==> config.mk <==
export PLATFORM = sky130hd
export DESIGN_NAME = ps2_scan_sequencer_flat
export DESIGN_NICKNAME = d
export VERILOG_FILES = /design/src/rtl/ps2_scan_sequencer_if.sv /design/src/rtl/ps2_scan_sequencer.sv /design/src/flat_wrapper.sv
export SDC_FILE = /design/constraint.sdc
export NUM_CORES = 1
export LEC_CHECK = 0
export ABC_AREA = 1
export ABC_CLOCK_PERIOD_IN_PS = 2700
export CORE_ASPECT_RATIO = 1.25
export CORE_UTILIZATION = 45
export DETAILED_ROUTE_END_ITERATION = 16
export PLACE_DENSITY = 0.69
export SKIP_CTS_REPAIR_TIMING = 1
export SYNTH_ARGS = -nofsm -noshare
export SYNTH_HDL_FRONTEND = slang
export SYNTH_SLANG_ARGS = --single-unit
==> constraint.sdc <==
create_clock -name CLK -period 2.7 [get_ports CLK]
set_input_delay 0.54 -clock CLK [delete_from_list [all_inputs] [get_ports CLK]]
set_output_delay 0.54 -clock CLK [all_outputs]
set_load 0.02 [all_outputs]
==> src/rtl/ps2_scan_sequencer_if.sv <==
// Event/frame bundle between the PS/2 receiver, the sequencer and its consumer.
// The master drives frames, ready and clear; the slave returns events and status.
interface ps2_scan_sequencer_if #(
   parameter int DEPTH = 8,
   parameter int CNT_W = 8
);
   localparam int LW = $clog2(DEPTH) + 1;

   logic             FRAME_VALID;
   logic [10:0]      FRAME_CODE;
   logic             EVT_READY;
   logic             CLR_STATUS;
   logic             EVT_VALID;
   logic [7:0]       EVT_CODE;
   logic             EVT_EXT;
   logic             EVT_BREAK;
   logic [LW-1:0]    FIFO_LEVEL;
   logic             OVERFLOW;
   logic             KBD_OK;
   logic             KBD_ERR;
   logic [CNT_W-1:0] ERR_CNT;

   modport master (
      output FRAME_VALID, FRAME_CODE, EVT_READY, CLR_STATUS,
      input  EVT_VALID, EVT_CODE, EVT_EXT, EVT_BREAK,
      input  FIFO_LEVEL, OVERFLOW, KBD_OK, KBD_ERR, ERR_CNT
   );

   modport slave (
      input  FRAME_VALID, FRAME_CODE, EVT_READY, CLR_STATUS,
      output EVT_VALID, EVT_CODE, EVT_EXT, EVT_BREAK,
      output FIFO_LEVEL, OVERFLOW, KBD_OK, KBD_ERR, ERR_CNT
   );
endinterface

==> src/rtl/ps2_scan_sequencer.sv <==
// PS/2 frame checker, E0/F0/E1 prefix sequencer and key-event FIFO.
// TYPEMATIC_FILTER_EN: suppress repeated makes of the held key.
module ps2_scan_sequencer #(
   parameter int DEPTH          = 8,
   parameter int TIMEOUT_CYCLES = 50000,
   parameter int CNT_W          = 8
) (
   input  logic                CLK,
   input  logic                RST_N,
   ps2_scan_sequencer_if.slave bus
);
   localparam int AW = $clog2(DEPTH);
   localparam int LW = AW + 1;
   localparam int TW = $clog2(TIMEOUT_CYCLES + 1);
   localparam logic [TW-1:0] TMO_LAST = TW'(TIMEOUT_CYCLES - 1);
   localparam logic [LW-1:0] FULL_LVL = LW'(DEPTH);

   typedef enum logic [2:0] {
      S_IDLE, S_EXT, S_BRK, S_EXT_BRK, S_PAUSE
   } state_t;

   state_t           r_state, w_state_nxt;
   logic [2:0]       r_skip, w_skip_nxt;
   logic [TW-1:0]    r_tmo;
   logic             r_fv_q;
   logic             r_evt_vld;
   logic [9:0]       r_evt;
   logic [9:0]       r_mem [DEPTH];
   logic [AW-1:0]    r_wptr, r_rptr;
   logic [LW-1:0]    r_cnt;
   logic             r_ovf, r_ok, r_kerr;
   logic [CNT_W-1:0] r_err_cnt;

   logic       w_edge, w_good, w_frame, w_bad, w_tmo_hit;
   logic [7:0] w_d, w_code;
   logic       w_emit, w_ext, w_brk, w_set_ok, w_set_kerr;
   logic       w_push_evt, w_full, w_pop, w_push, w_vld;

   assign w_edge    = bus.FRAME_VALID & ~r_fv_q;
   assign w_d       = bus.FRAME_CODE[8:1];
   assign w_good    = ~bus.FRAME_CODE[0] & bus.FRAME_CODE[10]
                    & (^bus.FRAME_CODE[9:1]);
   assign w_frame   = w_edge & w_good;
   assign w_bad     = w_edge & ~w_good;
   assign w_tmo_hit = (r_state != S_IDLE) & ~w_edge & (r_tmo == TMO_LAST);

   always_comb begin
      w_state_nxt = r_state;
      w_skip_nxt  = r_skip;
      w_emit      = 1'b0;
      w_code      = w_d;
      w_ext       = 1'b0;
      w_brk       = 1'b0;
      w_set_ok    = 1'b0;
      w_set_kerr  = 1'b0;
      if (w_bad || w_tmo_hit) begin
         w_state_nxt = S_IDLE;
      end else if (w_frame) begin
         unique case (r_state)
            S_IDLE: begin
               unique case (1'b1)
                  (w_d == 8'hE0): w_state_nxt = S_EXT;
                  (w_d == 8'hF0): w_state_nxt = S_BRK;
                  (w_d == 8'hE1): begin
                     w_state_nxt = S_PAUSE;
                     w_skip_nxt  = 3'd7;
                  end
                  (w_d == 8'hAA): w_set_ok   = 1'b1;
                  (w_d == 8'hFC): w_set_kerr = 1'b1;
                  default:        w_emit     = 1'b1;
               endcase
            end
            S_EXT: begin
               w_state_nxt = S_IDLE;
               unique case (1'b1)
                  (w_d == 8'hF0): w_state_nxt = S_EXT_BRK;
                  (w_d == 8'h12): begin end
                  default: begin
                     w_emit = 1'b1;
                     w_ext  = 1'b1;
                  end
               endcase
            end
            S_BRK: begin
               w_state_nxt = S_IDLE;
               w_emit      = 1'b1;
               w_brk       = 1'b1;
            end
            S_EXT_BRK: begin
               w_state_nxt = S_IDLE;
               w_emit      = (w_d != 8'h12);
               w_ext       = 1'b1;
               w_brk       = 1'b1;
            end
            S_PAUSE: begin
               if (r_skip == 3'd1) begin
                  w_state_nxt = S_IDLE;
                  w_emit      = 1'b1;
                  w_code      = 8'h77;
                  w_ext       = 1'b1;
               end else begin
                  w_skip_nxt = r_skip - 3'd1;
               end
            end
            default: w_state_nxt = S_IDLE;
         endcase
      end
   end

`ifdef TYPEMATIC_FILTER_EN
   logic       r_held_vld;
   logic [8:0] r_held;
   logic       w_match;

   assign w_match    = r_held_vld & (r_held == {w_code, w_ext});
   assign w_push_evt = w_emit & ~(w_match & ~w_brk);

   always_ff @(posedge CLK or negedge RST_N) begin
      if (!RST_N) begin
         r_held_vld <= 1'b0;
         r_held     <= '0;
      end else if (w_tmo_hit) begin
         r_held_vld <= 1'b0;
      end else if (w_emit && !w_brk) begin
         r_held_vld <= 1'b1;
         r_held     <= {w_code, w_ext};
      end else if (w_emit && w_match) begin
         r_held_vld <= 1'b0;
      end
   end
`else
   assign w_push_evt = w_emit;
`endif

   assign w_vld  = (r_cnt != '0);
   assign w_full = (r_cnt == FULL_LVL);
   assign w_pop  = w_vld & bus.EVT_READY;
   // A full FIFO still accepts a push when the head leaves in the same cycle.
   assign w_push = r_evt_vld & (~w_full | w_pop);

   always_ff @(posedge CLK or negedge RST_N) begin
      if (!RST_N) begin
         r_fv_q    <= 1'b0;
         r_state   <= S_IDLE;
         r_skip    <= '0;
         r_tmo     <= '0;
         r_evt_vld <= 1'b0;
         r_evt     <= '0;
         r_wptr    <= '0;
         r_rptr    <= '0;
         r_cnt     <= '0;
      end else begin
         r_fv_q    <= bus.FRAME_VALID;
         r_state   <= w_state_nxt;
         r_skip    <= w_skip_nxt;
         r_evt_vld <= w_push_evt;
         if (w_push_evt) r_evt <= {w_code, w_ext, w_brk};
         if (r_state == S_IDLE || w_edge || w_tmo_hit) r_tmo <= '0;
         else r_tmo <= r_tmo + 1'b1;
         if (w_push) r_wptr <= r_wptr + 1'b1;
         if (w_pop)  r_rptr <= r_rptr + 1'b1;
         unique case ({w_push, w_pop})
            2'b10:   r_cnt <= r_cnt + 1'b1;
            2'b01:   r_cnt <= r_cnt - 1'b1;
            default: r_cnt <= r_cnt;
         endcase
      end
   end

   always_ff @(posedge CLK) begin
      if (w_push) r_mem[r_wptr] <= r_evt;
   end

   always_ff @(posedge CLK or negedge RST_N) begin
      if (!RST_N) begin
         r_ovf     <= 1'b0;
         r_ok      <= 1'b0;
         r_kerr    <= 1'b0;
         r_err_cnt <= '0;
      end else begin
         if (r_evt_vld && w_full && !w_pop) r_ovf <= 1'b1;
         else if (bus.CLR_STATUS)           r_ovf <= 1'b0;
         if (w_set_ok) r_ok <= 1'b1;
         if (w_set_kerr)          r_kerr <= 1'b1;
         else if (bus.CLR_STATUS) r_kerr <= 1'b0;
         if (w_bad) begin
            if (~&r_err_cnt) r_err_cnt <= r_err_cnt + 1'b1;
         end else if (bus.CLR_STATUS) begin
            r_err_cnt <= '0;
         end
      end
   end

   assign bus.EVT_VALID  = w_vld;
   assign {bus.EVT_CODE, bus.EVT_EXT, bus.EVT_BREAK} =
      w_vld ? r_mem[r_rptr] : 10'd0;
   assign bus.FIFO_LEVEL = r_cnt;
   assign bus.OVERFLOW   = r_ovf;
   assign bus.KBD_OK     = r_ok;
   assign bus.KBD_ERR    = r_kerr;
   assign bus.ERR_CNT    = r_err_cnt;
endmodule

==> src/flat_wrapper.sv <==
// flat-port wrapper written by rule: the top's interface ports become plain ports
module ps2_scan_sequencer_flat 
#(
   parameter int DEPTH          = 8,
   parameter int TIMEOUT_CYCLES = 50000,
   parameter int CNT_W          = 8
)
  (CLK, RST_N, bus_FRAME_VALID, bus_FRAME_CODE, bus_EVT_READY, bus_CLR_STATUS, bus_EVT_VALID, bus_EVT_CODE, bus_EVT_EXT, bus_EVT_BREAK, bus_FIFO_LEVEL, bus_OVERFLOW, bus_KBD_OK, bus_KBD_ERR, bus_ERR_CNT);
  ps2_scan_sequencer_if #(.DEPTH(DEPTH), .CNT_W(CNT_W)) bus_i ();
  input  logic CLK;
  input  logic RST_N;
  input wire logic [$bits(bus_i.FRAME_VALID)-1:0] bus_FRAME_VALID;
  input wire logic [$bits(bus_i.FRAME_CODE)-1:0] bus_FRAME_CODE;
  input wire logic [$bits(bus_i.EVT_READY)-1:0] bus_EVT_READY;
  input wire logic [$bits(bus_i.CLR_STATUS)-1:0] bus_CLR_STATUS;
  output wire logic [$bits(bus_i.EVT_VALID)-1:0] bus_EVT_VALID;
  output wire logic [$bits(bus_i.EVT_CODE)-1:0] bus_EVT_CODE;
  output wire logic [$bits(bus_i.EVT_EXT)-1:0] bus_EVT_EXT;
  output wire logic [$bits(bus_i.EVT_BREAK)-1:0] bus_EVT_BREAK;
  output wire logic [$bits(bus_i.FIFO_LEVEL)-1:0] bus_FIFO_LEVEL;
  output wire logic [$bits(bus_i.OVERFLOW)-1:0] bus_OVERFLOW;
  output wire logic [$bits(bus_i.KBD_OK)-1:0] bus_KBD_OK;
  output wire logic [$bits(bus_i.KBD_ERR)-1:0] bus_KBD_ERR;
  output wire logic [$bits(bus_i.ERR_CNT)-1:0] bus_ERR_CNT;
  assign bus_i.FRAME_VALID = bus_FRAME_VALID;
  assign bus_i.FRAME_CODE = bus_FRAME_CODE;
  assign bus_i.EVT_READY = bus_EVT_READY;
  assign bus_i.CLR_STATUS = bus_CLR_STATUS;
  assign bus_EVT_VALID = bus_i.EVT_VALID;
  assign bus_EVT_CODE = bus_i.EVT_CODE;
  assign bus_EVT_EXT = bus_i.EVT_EXT;
  assign bus_EVT_BREAK = bus_i.EVT_BREAK;
  assign bus_FIFO_LEVEL = bus_i.FIFO_LEVEL;
  assign bus_OVERFLOW = bus_i.OVERFLOW;
  assign bus_KBD_OK = bus_i.KBD_OK;
  assign bus_KBD_ERR = bus_i.KBD_ERR;
  assign bus_ERR_CNT = bus_i.ERR_CNT;
  ps2_scan_sequencer #(.DEPTH(DEPTH), .TIMEOUT_CYCLES(TIMEOUT_CYCLES), .CNT_W(CNT_W)) u_core (.CLK(CLK), .RST_N(RST_N), .bus(bus_i));
endmodule
==> key figures, run 1 <==
Final layout
  • Post-route cell area: between 7000 and 8000 um^2
  • Synthesis-to-layout area growth: 20.6%
  • Final Core Density: between 50% and 60%
  • Layout cells sized above 1: 11.6%
  • Final #Nets: approximately 760
  • N_diodes: 0

Worst setup path
  • Startpoint class of the critical path: flop
  • CP max FO: 40
  • Critical Path AT: a little over 2 ns
  • WP data required: about 2.2 ns
  • CP Capture Type: output port
  • CP Class: flop to output port

Power
  • Leakage: 3.27 nW
  • Final total power: approximately 7 mW
  • Total power per unit cell area: between 900 and 1000 nW/um^2
  • Maximum vdd drop: between 500 and 600 uV

STA
  • Final Hold Vio Count: 0
  • Slew Viols, Final: 0
  • Max Clk Rate: 391 MHz
  • Final period utilization: ~95%
  • # setup viols final: 0
  • Unrepaired setup endpoints after global routing: no
  • Setup Skew: 0.0115 ns
  • Tmin final: around 2.6 ns
  • Tightest Pin Transition: approximately 0.70 ns
  • Setup_tns: 0 ns
  • Fin Hold WS: ~0.25 ns
  • Max_slew headroom: a little over half

Global routing
  • Antenna violations before repair: 0
  • Vias in the first global route: around 4800
  • Overflow after GRT: 0
  • First-pass GRT wire length: roughly 22 mm
  • Largest net degree at the start of global routing: 56
  • Total GRT Usage: roughly a fifth

CTS
  • Largest buffer count on any clock path: 2
  • Clk_lat worst skew: 0.41 ns
  • CTS root buffer: clkbuf_16
  • H-tree depth: 4
  • TritonCTS Buffers: 17
  • Clk slew on worst S/H paths: about 0.06 ns
  • TritonCTS Sinks: roughly 140
  • CTS tree: yes

Die
  • Die width: 109 um
  • Initial core utilization: 46.4%
  • Core area: ~14000 um^2
  • IO Pins: 42
  • Die Area: roughly 15000 um^2
  • # rows: 48
  • Die Span Y: approximately 140 um

Detailed routing
  • Vias: about 4600
  • Wire per inst: around 15 um
  • Post-DRT Antenna Nets: 0
  • Via density: around 5.1
  • Iter 0 DRT Violations: between 300 and 400
  • Total wire length: ~13 mm
  • Iteration count of the initial detailed-routing pass: 4
  • # DRC: 0

Synthesis
  • Seq/Total Area, Yosys: approximately three fifths
  • Seq cells post-synth: approximately 140
  • Post-synth net total: just under 700
  • Yosys cell types: 40
  • Post-synth EDFFs: 80
  • Async set or reset register ratio after synthesis: between 40% and 50%
  • Main synth FF type: edfxtp_1
  • Yosys warns: 0
  • Post-Syn Area: around 6400 um^2
  • Gate Count Post-Synth: around 660
  • Synthesized area per cell: around 10 um^2

Placed design
  • Area after DPL: 7150 um^2
  • Port-buffer cells: 41
  • Routability congestion estimate: 0.841
  • Post-detail-place hpwl: 9.30 mm

Flow run
  • Max-cap violations: 0

Min path
  • Hold crit path type: primary input to asynchronous set/reset pin

Run status
  • Status: completed
==> cell families after synthesis <==
| group | after synthesis | share of synthesized area, % |
|---|---|---|
| compound gates | 84 | 8.22 |
| mux | 1 | 0.175 |
| flops | 135 | 58.7 |
| fa+ha+maj | 22 | 4.39 |
| xor+xnor | 16 | 2.18 |
| buf+inv | 86 | 5.48 |
| simple gates | 313 | 20.9 |
==> sequential cells by signal (all words and copies together), names as in the netlist <==
signal,count
u_core.r_skip,3
u_core.bus.KBD_OK,1
u_core.r_mem,80
u_core.r_evt,10
u_core.bus.OVERFLOW,1
u_core.r_tmo,16
u_core.bus.ERR_CNT,8
u_core.r_state,3
u_core.bus.FIFO_LEVEL,4
u_core.r_fv_q,1
u_core.r_rptr,3
u_core.bus.KBD_ERR,1
u_core.r_wptr,3
u_core.r_evt_vld,1
==> placed cells by master (no fill, tap or decap), drive strengths merged, types with 11 or more instances in the layout <==
master,Yosys,final
clkbuf,10,18
nand4,11,11
nor2,138,138
o32ai,20,20
ha,21,21
nand2,118,118
xor2,11,11
nand3,33,33
o21ai,45,45
clkdlybuf4s50,0,30
a21oi,11,11
edfxtp,80,80
dfrtp,55,55
inv,65,67
buf,10,21
==> worst paths after layout <==
path / from / slack (ns) / depth (start not counted) / endpoint
max: u_core.r_rptr[0] / 0.14 / 6 / bus_EVT_CODE[5]
min: RST_N / 0.25 / 2 / u_core.r_fv_q
max reg2reg: u_core.bus.FIFO_LEVEL[0] / 0.47 / 13 / u_core.bus.FIFO_LEVEL[3]
min reg2reg: u_core.r_tmo[0] / 0.46 / 1 / u_core.r_tmo[0]
max in group asynchronous: RST_N / 1.93 / 2 / u_core.r_rptr[0]
min in group CLK: u_core.r_tmo[0] / 0.46 / 1 / u_core.r_tmo[0]
==> layer usage <==
| layer | wire (um) | global-route usage, % |
|---|---|---|
| met1 | 5570 | 22.0 |
| met2 | 7330 | 35.6 |
| met4 | 174 | 6.16 |
| met3 | 398 | 5.15 |
| met5 | 0 | 0 |
==> stage by stage <==
stage                     setup slack, ns  cells
after floorplan                     0.599    657
after detailed placement           0.0356    873
after CTS                          -0.351    905
after global routing               0.0375    905
final                               0.144    905
after global placement              0.104    873
==> layout make-up <==
type	instances	area (um^2)
Clock buffer	18	429
Clock inverter	14	153
Fill cell	1159	6100
Inverter	66	249
Multi-Input combinational cell	436	2320
Sequential cell	135	3780
Tap cell	175	219
Timing Repair Buffer	61	618
==> where the power goes <==
| group | leakage (nW) | total, mW | switching, mW | internal, mW |
|---|---|---|---|---|
| combinational | 1.55 | 2.11 | 1.24 | 0.869 |
| clock | 0.273 | 2.24 | 0.873 | 1.36 |
| sequential | 1.45 | 2.65 | 0.218 | 2.43 |
==> Yosys cell counts, types with 2 or more instances <==
library cell,number,area share (%)
or2_2,2,0.19
nand3_1,30,2.3
nand4_1,11,1.1
o211ai_1,6,0.70
buf_6,2,0.35
inv_2,5,0.29
dfrtp_1,55,21
buf_4,2,0.23
nor4_1,2,0.19
nand2_2,4,0.39
o32ai_1,20,2.7
nand3_2,3,0.47
nor2_2,6,0.58
xor2_1,11,1.5
nand2_1,113,6.6
edfxtp_1,80,37
nor2_1,130,7.6
buf_2,5,0.39
clkbuf_1,10,0.58
ha_1,21,4.1
xnor2_1,5,0.68
inv_1,60,3.5
o21ai_1,4,0.31
a21oi_1,9,0.70
o21ai_0,41,3.2
nor3_1,5,0.39
nor2_4,2,0.35
==> critical path: stages, from the launching register on <==
cell            delay, ns
dfrtp_2              0.43
buf_12               0.22
nor2_1               0.09
o32ai_1              0.33
o21ai_0              0.17
nor2_1               0.12
dlymetal6s2s_1       0.24
(Power assumes the default switching activity.)
==> inputs of run 2 (changes only) <==
--- a/config.mk
+++ b/config.mk
@@ -9,6 +9,7 @@
 export ABC_CLOCK_PERIOD_IN_PS = 2700
 export CORE_ASPECT_RATIO = 1.25
 export CORE_UTILIZATION = 45
+export CTS_BUF_LIST = sky130_fd_sc_hd__clkbuf_8
 export DETAILED_ROUTE_END_ITERATION = 16
 export PLACE_DENSITY = 0.69
 export SKIP_CTS_REPAIR_TIMING = 1
==> run 2 against run 1 <==
Effect of this change: sequential share of layout area up 1.3 points; worst setup slack worse by 0.0020 ns; sequential cell count unchanged; first-iteration DRC count down 37%; sequential power about the same; critical path depth up 1; combinational power about the same; non-clock buffer count unchanged; register-to-register slack about the same; fmax about the same; worst hold slack worse by 0.042 ns; final area down 2.6%.
==> key figures, run 2 (synthesized netlist as in run 1, its figures left out) <==
Final layout
  • N_diodes: 0
  • Final #Nets: ~760
  • Commonest non-fill, non-tap cell in the layout: nor2_1
  • Regs by FF count: u_core.r_mem x80, u_core.r_tmo x16, u_core.r_evt x10
  • Commonest cells after routing, fill and taps aside: nor2_1, nand2_1, edfxtp_1
  • Synthesis-to-layout area growth: 17.5%
  • Largest register FFs: 80
  • Biggest register: u_core.r_mem
  • Post-route cell area: approximately 7600 um^2
  • Layout cells sized above 1: approximately an eighth

Global routing
  • Met1 Use GR: around 22%
  • First-pass GRT wire length: 21.6 mm
  • Overflow after GRT: 0
  • Met2 Use GR: roughly a third
  • Met3 Use GR: 4.81%
  • Vias in the first global route: between 4000 and 5000
  • Total GRT Usage: a little under a fifth
  • Antenna violations before repair: 0
  • Grt peak-use layer: met2
  • Largest net degree at the start of global routing: between 50 and 60

Detailed routing
  • Iter 0 DRT Violations: 190
  • Post-DRT Antenna Nets: 0
  • Total wire length: between 10 and 15 mm
  • Wire per inst: about 15 um
  • Vias: between 4000 and 5000
  • Iteration count of the initial detailed-routing pass: 5
  • Via density: 5.12
  • # DRC: 0

STA
  • Tightest Pin Transition: roughly 0.7 ns
  • Max Clk Rate: 391 MHz
  • Worst setup margin: 0.142 ns
  • Slew Viols, Final: 0
  • Tmin final: between 2 and 3 ns
  • Unrepaired setup endpoints after global routing: no
  • Final Hold Vio Count: 0
  • # setup viols final: 0
  • Final period utilization: around 95%
  • Setup Skew: 0.0122 ns
  • Max_slew headroom: 53.1%

CTS
  • H-tree depth: 4
  • Largest buffer count on any clock path: 2
  • CTS tree: yes
  • TritonCTS Buffers: 17
  • TritonCTS Sinks: roughly 140
  • Clk slew on worst S/H paths: 0.08 ns
  • CTS root buffer: clkbuf_8
  • Clk_lat worst skew: 0.44 ns

Power
  • Maximum vdd drop: 627 uV
  • Leakage: ~3.2 nW
  • Total power per unit cell area: approximately 840 nW/um^2

Die
  • Die Span Y: roughly 140 um
  • Core area: around 14000 um^2
  • Die width: between 100 and 150 um
  • Die Area: around 15000 um^2
  • # rows: 48
  • IO Pins: 42
  • Initial core utilization: roughly 46%

Worst setup path
  • CP max FO: 16
  • CP Class: flop to output port
  • WP data required: ~2.2 ns
  • Critical Path AT: around 2.0 ns
  • CP Capture Type: output port
  • Startpoint class of the critical path: flop

Placed design
  • Post-detail-place hpwl: around 9.3 mm
  • Port-buffer cells: 41
  • Area after DPL: between 7000 and 8000 um^2
  • Routability congestion estimate: between 0.8 and 0.9
  • Dpl ws: approximately 0.036 ns

Run status
  • Status: completed

Min path
  • Hold crit path type: primary input to asynchronous set/reset pin

Flow run
  • Max-cap violations: 0
run 2: cell types whose count changed in the layout (fill, tap and decap cells not counted), sizes merged:
cell	delta
dlymetal6s2s	-1
inv	+1
clkbuf	+1
clkdlybuf4s50	-1
run 2: final timing paths:
check	startpoint	to	slack, ns	cells past startpoint
worst max-delay path	u_core.r_rptr[0]	bus_EVT_CODE[1]	0.14	7
worst min-delay path	RST_N	u_core.r_fv_q	0.21	2
worst max register to register	u_core.bus.FIFO_LEVEL[0]	u_core.bus.FIFO_LEVEL[3]	0.46	13
worst min register to register	u_core.r_tmo[0]	u_core.r_tmo[0]	0.47	1
max in group asynchronous	RST_N	u_core.r_rptr[0]	1.95	2
min in group CLK	u_core.r_tmo[0]	u_core.r_tmo[0]	0.47	1
run 2: routing by layer:
layer / up-vias / part of all wire (%)
met5: - / 0
met4: 0 / 1.4
met3: 13 / 3.8
met2: 104 / 53
met1: 2196 / 41
li1: 2322 / -
run 2: critical path, cell delays in order, from the launching register on:
cell and delay, ns:
dfrtp_2 0.46, inv_2 0.10, buf_4 0.23, nor2_1 0.06
o32ai_1 0.25, nor2_1 0.07, nor2_1 0.16, dlymetal6s2s_1 0.26
run 2: metrics by stage:
| step | TNS (ns) | utilization (%) | hold WS (ns) | power (mW) | std cells |
|---|---|---|---|---|---|
| 2_1_floorplan | 0 | - | 0.244 | 3.92 | 657 |
| 3_3_place_gp | 0 | 51.5 | 0.446 | 4.74 | 873 |
| 3_5_place_dp | 0 | 51.5 | 0.459 | 4.83 | 873 |
| 4_1_cts | -3.01 | 54.4 | 0.239 | 6.43 | 905 |
| 5_1_grt | 0 | 54.5 | 0.271 | 6.73 | 905 |
| 6_report | 0 | 54.5 | 0.209 | 6.35 | 905 |
run 2: power by group:
group          internal (mW)  total (mW)  switching [mW]
clock                  0.822        1.62           0.799
combinational          0.844        2.09            1.24
sequential              2.43        2.65           0.222
run 2: layout make-up:
type                       count  area (um^2)
multi-input combinational    436         2320
clock buffer                  17          234
sequential                   135         3780
timing repair buffer          61          606
inverter                      66          249
clock inverter                15          156
fill                        1212         6310
tap                          175          219
==> inputs of run 3 (changes only) <==
--- a/config.mk
+++ b/config.mk
@@ -6,12 +6,12 @@
 export NUM_CORES = 1
 export LEC_CHECK = 0
 export ABC_AREA = 1
-export ABC_CLOCK_PERIOD_IN_PS = 2700
+export ABC_CLOCK_PERIOD_IN_PS = 2200
 export CORE_ASPECT_RATIO = 1.25
 export CORE_UTILIZATION = 45
 export CTS_BUF_LIST = sky130_fd_sc_hd__clkbuf_8
 export DETAILED_ROUTE_END_ITERATION = 16
-export PLACE_DENSITY = 0.69
+export PLACE_DENSITY = 0.72
 export SKIP_CTS_REPAIR_TIMING = 1
 export SYNTH_ARGS = -nofsm -noshare
 export SYNTH_HDL_FRONTEND = slang
==> constraint.sdc (replaced) <==
create_clock -name CLK -period 2.2 [get_ports CLK]
set_input_delay 0.44 -clock CLK [delete_from_list [all_inputs] [get_ports CLK]]
set_output_delay 0.44 -clock CLK [all_outputs]
set_load 0.02 [all_outputs]
==> run 3 against run 2 <==
Effect of this change: clock power is 61% higher; combinational power is 72% higher; largest cell class unchanged; power is 49% higher; non-clock buffer count is 52 higher; critical path depth is 1 higher; the flow now finishes with violations (setup timing); sequential share of layout area is 4.8 points lower; clock skew is 0.0014 ns lower; critical path type unchanged; sequential power is 23% higher; worst setup slack worse by 0.32 ns; via count is 6.8% higher.
==> key figures, run 3 (synthesized netlist as in run 1, its figures left out) <==
STA
  • Final period utilization: 108%
  • # setup viols final: 10
  • Final Hold Vio Count: 0
  • Unrepaired setup endpoints after global routing: yes
  • Setup_tns: -1.20 ns
  • Max Clk Rate: 421 MHz
  • Tightest Pin Transition: slightly below 0.6 ns
  • Slew Viols, Final: 0
  • Worst setup margin: -0.177 ns
  • Setup Skew: between 0.01 and 0.015 ns
  • Max_slew headroom: slightly above 60%
  • Tmin final: ~2.4 ns

Worst setup path
  • Crit path to: bus_EVT_CODE[1]
  • Worst r2r path cells: 14
  • WP data required: 1.76 ns
  • Crit. path cell count: 8
  • CP Class: flop to output port
  • CP max FO: 6
  • Top delay family on crit path: buffers and inverters
  • Worst R2R Start: u_core.bus.FIFO_LEVEL[0]
  • R2r setup slk: ~0.11 ns
  • Crit path buf inv count: 4
  • Start point of the critical path: u_core.r_rptr[0]
  • Cell-by-cell trace of the critical path: clkinv_4 -> clkbuf_16 -> buf_8 -> nor2_4 -> o32ai_2 -> o21ai_1 -> nor2_1 -> buf_4
  • Startpoint class of the critical path: flop
  • CP peak stage delay: between 0.4 and 0.5 ns
  • R2r endpoint: u_core.bus.FIFO_LEVEL[3]
  • Slowest CP cell: dfrtp_2
  • CP Capture Type: output port
  • Critical Path AT: roughly 1.9 ns

Detailed routing
  • # DRC: 0
  • Via density: a little over 5
  • Post-DRT Antenna Nets: 0
  • Vias: between 4000 and 5000
  • Iter 0 DRT Violations: around 290
  • Total wire length: around 15 mm
  • Wire per inst: between 15 and 20 um
  • Iteration count of the initial detailed-routing pass: 5

Die
  • Die width: about 110 um
  • Initial core utilization: between 40% and 50%
  • # rows: 48
  • Core area: between 10000 and 15000 um^2
  • IO Pins: 42
  • Die Span Y: between 100 and 150 um
  • Die Area: 14800 um^2

Global routing
  • Overflow after GRT: 0
  • First-pass GRT wire length: 22.6 mm
  • Vias in the first global route: 4920
  • Total GRT Usage: 20.0%
  • Antenna violations before repair: 0
  • Largest net degree at the start of global routing: 43

Final layout
  • Commonest cells after routing, fill and taps aside: nor2_1, nand2_1, edfxtp_1
  • Biggest register: u_core.r_mem
  • Reg area: approximately 3800 um^2
  • Synthesis-to-layout area growth: 30.1%
  • Largest register FFs: 80
  • N_diodes: 0
  • Post-route cell area: about 8400 um^2
  • Layout cells sized above 1: 22.0%
  • Regs by FF count: u_core.r_mem x80, u_core.r_tmo x16, u_core.r_evt x10
  • Final #Nets: approximately 800
  • Multi-input gate area: around 2500 um^2
  • Layout Cells excl Fill: 956
  • Commonest non-fill, non-tap cell in the layout: nor2_1
  • Fillers: around 1100

Placed design
  • Routability congestion estimate: ~0.9
  • Port-buffer cells: roughly 40
  • Area after DPL: about 7500 um^2
  • Cell Count Post-Placement: between 900 and 1000
  • Post-detail-place hpwl: about 10 mm

Power
  • Cell-internal power: around 6.3 mW
  • Sw frac: between 30% and 40%
  • Clock group share of total power: 27.6%
  • Psw: roughly 3.1 mW
  • Maximum vdd drop: 980 uV
  • Combinational fraction of design power: a little under two fifths
  • Final total power: 9.47 mW
  • Leakage: approximately 3.5 nW
  • Total power per unit cell area: approximately 1100 nW/um^2
  • Register share of total power: approximately 34%

CTS
  • H-tree depth: 4
  • Clk_lat worst skew: ~0.43 ns
  • TritonCTS Sinks: between 100 and 150
  • TritonCTS Buffers: 17
  • CTS root buffer: clkbuf_8
  • Clk slew on worst S/H paths: about 0.08 ns
  • Largest buffer count on any clock path: 2
  • CTS tree: yes

Min path
  • Hold crit path type: primary input to asynchronous set/reset pin

Run status
  • Status: finished with violations
  • Failing checks: setup timing

Flow run
  • Max-cap violations: 0
[run 3: power by group through the flow]
stage,registers (mW),logic (mW),clock network [mW]
floorplan,3.25,1.57,0
global placement,3.23,2.83,0
detailed placement,3.26,2.92,0
CTS,3.21,2.93,2.65
global route,3.28,3.89,2.75
finish,3.26,3.60,2.61
[run 3: worst reg2reg max path, delay by kind of cell (launching register included)]
kind | cells | cell delay, ns
simple gates | 8 | 0.73
flops | 1 | 0.40
fa+ha+maj | 2 | 0.38
buf+inv | 2 | 0.19
compound gates | 1 | 0.15
xor+xnor | 1 | 0.12
[run 3: stage by stage]
stage / hold WS [ns] / setup WS, ns / utilization, %
3_5_place_dp: 0.451 / -0.296 / 53.8
2_1_floorplan: 0.144 / 0.0994 / -
4_1_cts: -0.0124 / -0.647 / 57.5
6_report: 0.00140 / -0.177 / 60.4
3_3_place_gp: 0.447 / -0.181 / 53.8
5_1_grt: 0.0245 / -0.229 / 60.4
[run 3: layout make-up]
| class | count | area share [%] |
|---|---|---|
| sequential | 135 | 45.1 |
| multi-input combinational | 436 | 30.1 |
| timing repair buffer | 113 | 13.0 |
| clock inverter | 14 | 3.33 |
| inverter | 66 | 3.09 |
| clock buffer | 17 | 2.79 |
| tap | 175 | 2.61 |
[run 3: how the worst min path moves through the flow]
stage / startpoint / endpoint / depth (start not counted)
after detailed placement: u_core.r_tmo[0] / u_core.r_tmo[0] / 1
after floorplan: RST_N / u_core.bus.ERR_CNT[0] / 0
after CTS: RST_N / u_core.bus.ERR_CNT[1] / 1
after global routing: RST_N / u_core.bus.ERR_CNT[1] / 1
after global placement: u_core.r_tmo[0] / u_core.r_tmo[0] / 1
final: RST_N / u_core.bus.ERR_CNT[1] / 1
[run 3: routing by layer]
metal | track usage [%] | share of wire (%)
met1 | 21.7 | 38
met2 | 37.3 | 56
met3 | 5.05 | 3.2
met4 | 6.53 | 2.5
met5 | 0 | 0
==> RTL edit: new RTL, flow settings as in run 3 <==
Encoding of `state_t`: now one-hot (5 bits for 5 states).
--- a/src/rtl/ps2_scan_sequencer.sv
+++ b/src/rtl/ps2_scan_sequencer.sv
@@ -17,4 +17,4 @@
 
-   typedef enum logic [2:0] {
-      S_IDLE, S_EXT, S_BRK, S_EXT_BRK, S_PAUSE
+   typedef enum logic [4:0] {
+      S_IDLE = 5'b00001, S_EXT = 5'b00010, S_BRK = 5'b00100, S_EXT_BRK = 5'b01000, S_PAUSE = 5'b10000
    } state_t;
Function: same outputs for any inputs over 4 cycles, from zero or initial values and one cycle with RST_N low; so few cycles prove little.
==> RTL edit against run 3 <==
  * The flow still finishes with violations (setup timing)
  * Maximum frequency rose by 3.4%
  * Wire length fell by 5.4%
  * Setup slack improved by 78 ps
  * Worst hold slack improved by 360 ps
  * Design area fell by 3.4%
  * Power fell by 12%
  * Sequential cell count rose by 2
  * Area after synthesis rose by 1.3%
  * Highest routed layer unchanged
==> RTL edit: results (changes against run 3) <==
Syn Area/Cell=9.96 µm² (+1.6%); clk pwr=1.86 mW (-29%); RR Startpoint=u_core.bus.FIFO_LEVEL[1]; met1 usage=0.235 (+0.0179); GR met2 Demand/Resource=0.363 (-0.00978); final worst-path setup slack=-99.7 ps (+77.7 ps); power share of the sequential group=0.399 (+0.055); top cells by count, synth=124 x nor2_1, 102 x nand2_1, 80 x edfxtp_1; worst-margin pin slew=436 ps (-145 ps); top post-synthesis cells by area=edfxtp_1 37%, dfrtp_1 21%, nor2_1 7.1%; Inst Count DP=910 (-0.22%); vias in the first global route=4993 (+1.5%); status=complete, but fails checks; share of cells above drive strength 1=0.198 (-0.0226); crit path DAT=1860 ps (-80 ps); Clock power frac=0.224 (-0.052); WL met3=578 µm (+19%); met3 Usage GRT=0.0481 (-0.00241); failing checks=setup timing; internal cell power=5.38 mW (-15%); global-route wire length before repair=23200 µm (+2.8%); initial DRC count=297 (+3.5%); Final GP Congestion=0.910 (+0.65%); DP HPWL=10000 µm (+0.32%); smallest hold slack=366 ps (+365 ps); post-synthesis sequential area ratio=0.587 (about the same); Leak Pwr=3.43 nW (-2.3%); Cell Area, Placed=0.00754 mm² (+0.97%); final setup vio count=9 (-1); DR WL met2=7530 µm (-12%); Tot GR Track Use=0.205 (+0.00485)
## RTL edit: changes by cell type after synthesis, moves of 3 or more
| cell | change |
|---|---|
| clkbuf_1 | +3 |
| nand2_1 | -11 |
| nor2_1 | -6 |
| nor2_2 | -3 |
| nor2_4 | +3 |
| nor3_1 | +4 |
| o211ai_1 | -6 |
| o21ai_0 | +3 |
| o21ai_1 | +5 |
| xor2_1 | +3 |
## RTL edit: worst max path at each step
stage	startpoint	endpoint	slack [ps]
2_1_floorplan	u_core.bus.FIFO_LEVEL[0]	u_core.bus.FIFO_LEVEL[3]	8
3_3_place_gp	bus_EVT_READY	u_core.bus.FIFO_LEVEL[3]	-330
3_5_place_dp	bus_EVT_READY	u_core.bus.FIFO_LEVEL[3]	-390
4_1_cts	u_core.r_rptr[0]	bus_EVT_CODE[5]	-730
5_1_grt	u_core.r_rptr[0]	bus_EVT_CODE[2]	-200
6_report	u_core.r_rptr[0]	bus_EVT_CODE[7]	-100
## RTL edit: final cells by class
class / count / area [µm²]
repair buffers: 102 / 920
inverters: 61 / 236
flip-flops and latches: 137 / 3830
clock buffers: 17 / 234
well taps: 175 / 219
clock inverters: 14 / 120
fillers: 1151 / 5900
multi-input cells: 438 / 2530
## RTL edit: cell families (layout without fill, tap and decap cells)
logic type,Yosys count,count (layout),synth area share
xor gates and xnor gates,17,17,0.0228
DFF,137,137,0.587
buffers and inverters,80,194,0.0479
muxes,1,1,0.00173
AOI/OAI and AO/OA,89,89,0.0878
adders and majority gates,22,22,0.0433
and+or+nand+nor,309,309,0.210
## RTL edit: critical path, stage by stage (launching register included)
cell and delay, ps:
dfrtp_2 450, buf_6 180, nor2_1 80, o32ai_2 310, o21ai_1 130, nor2_1 110, buf_2 170
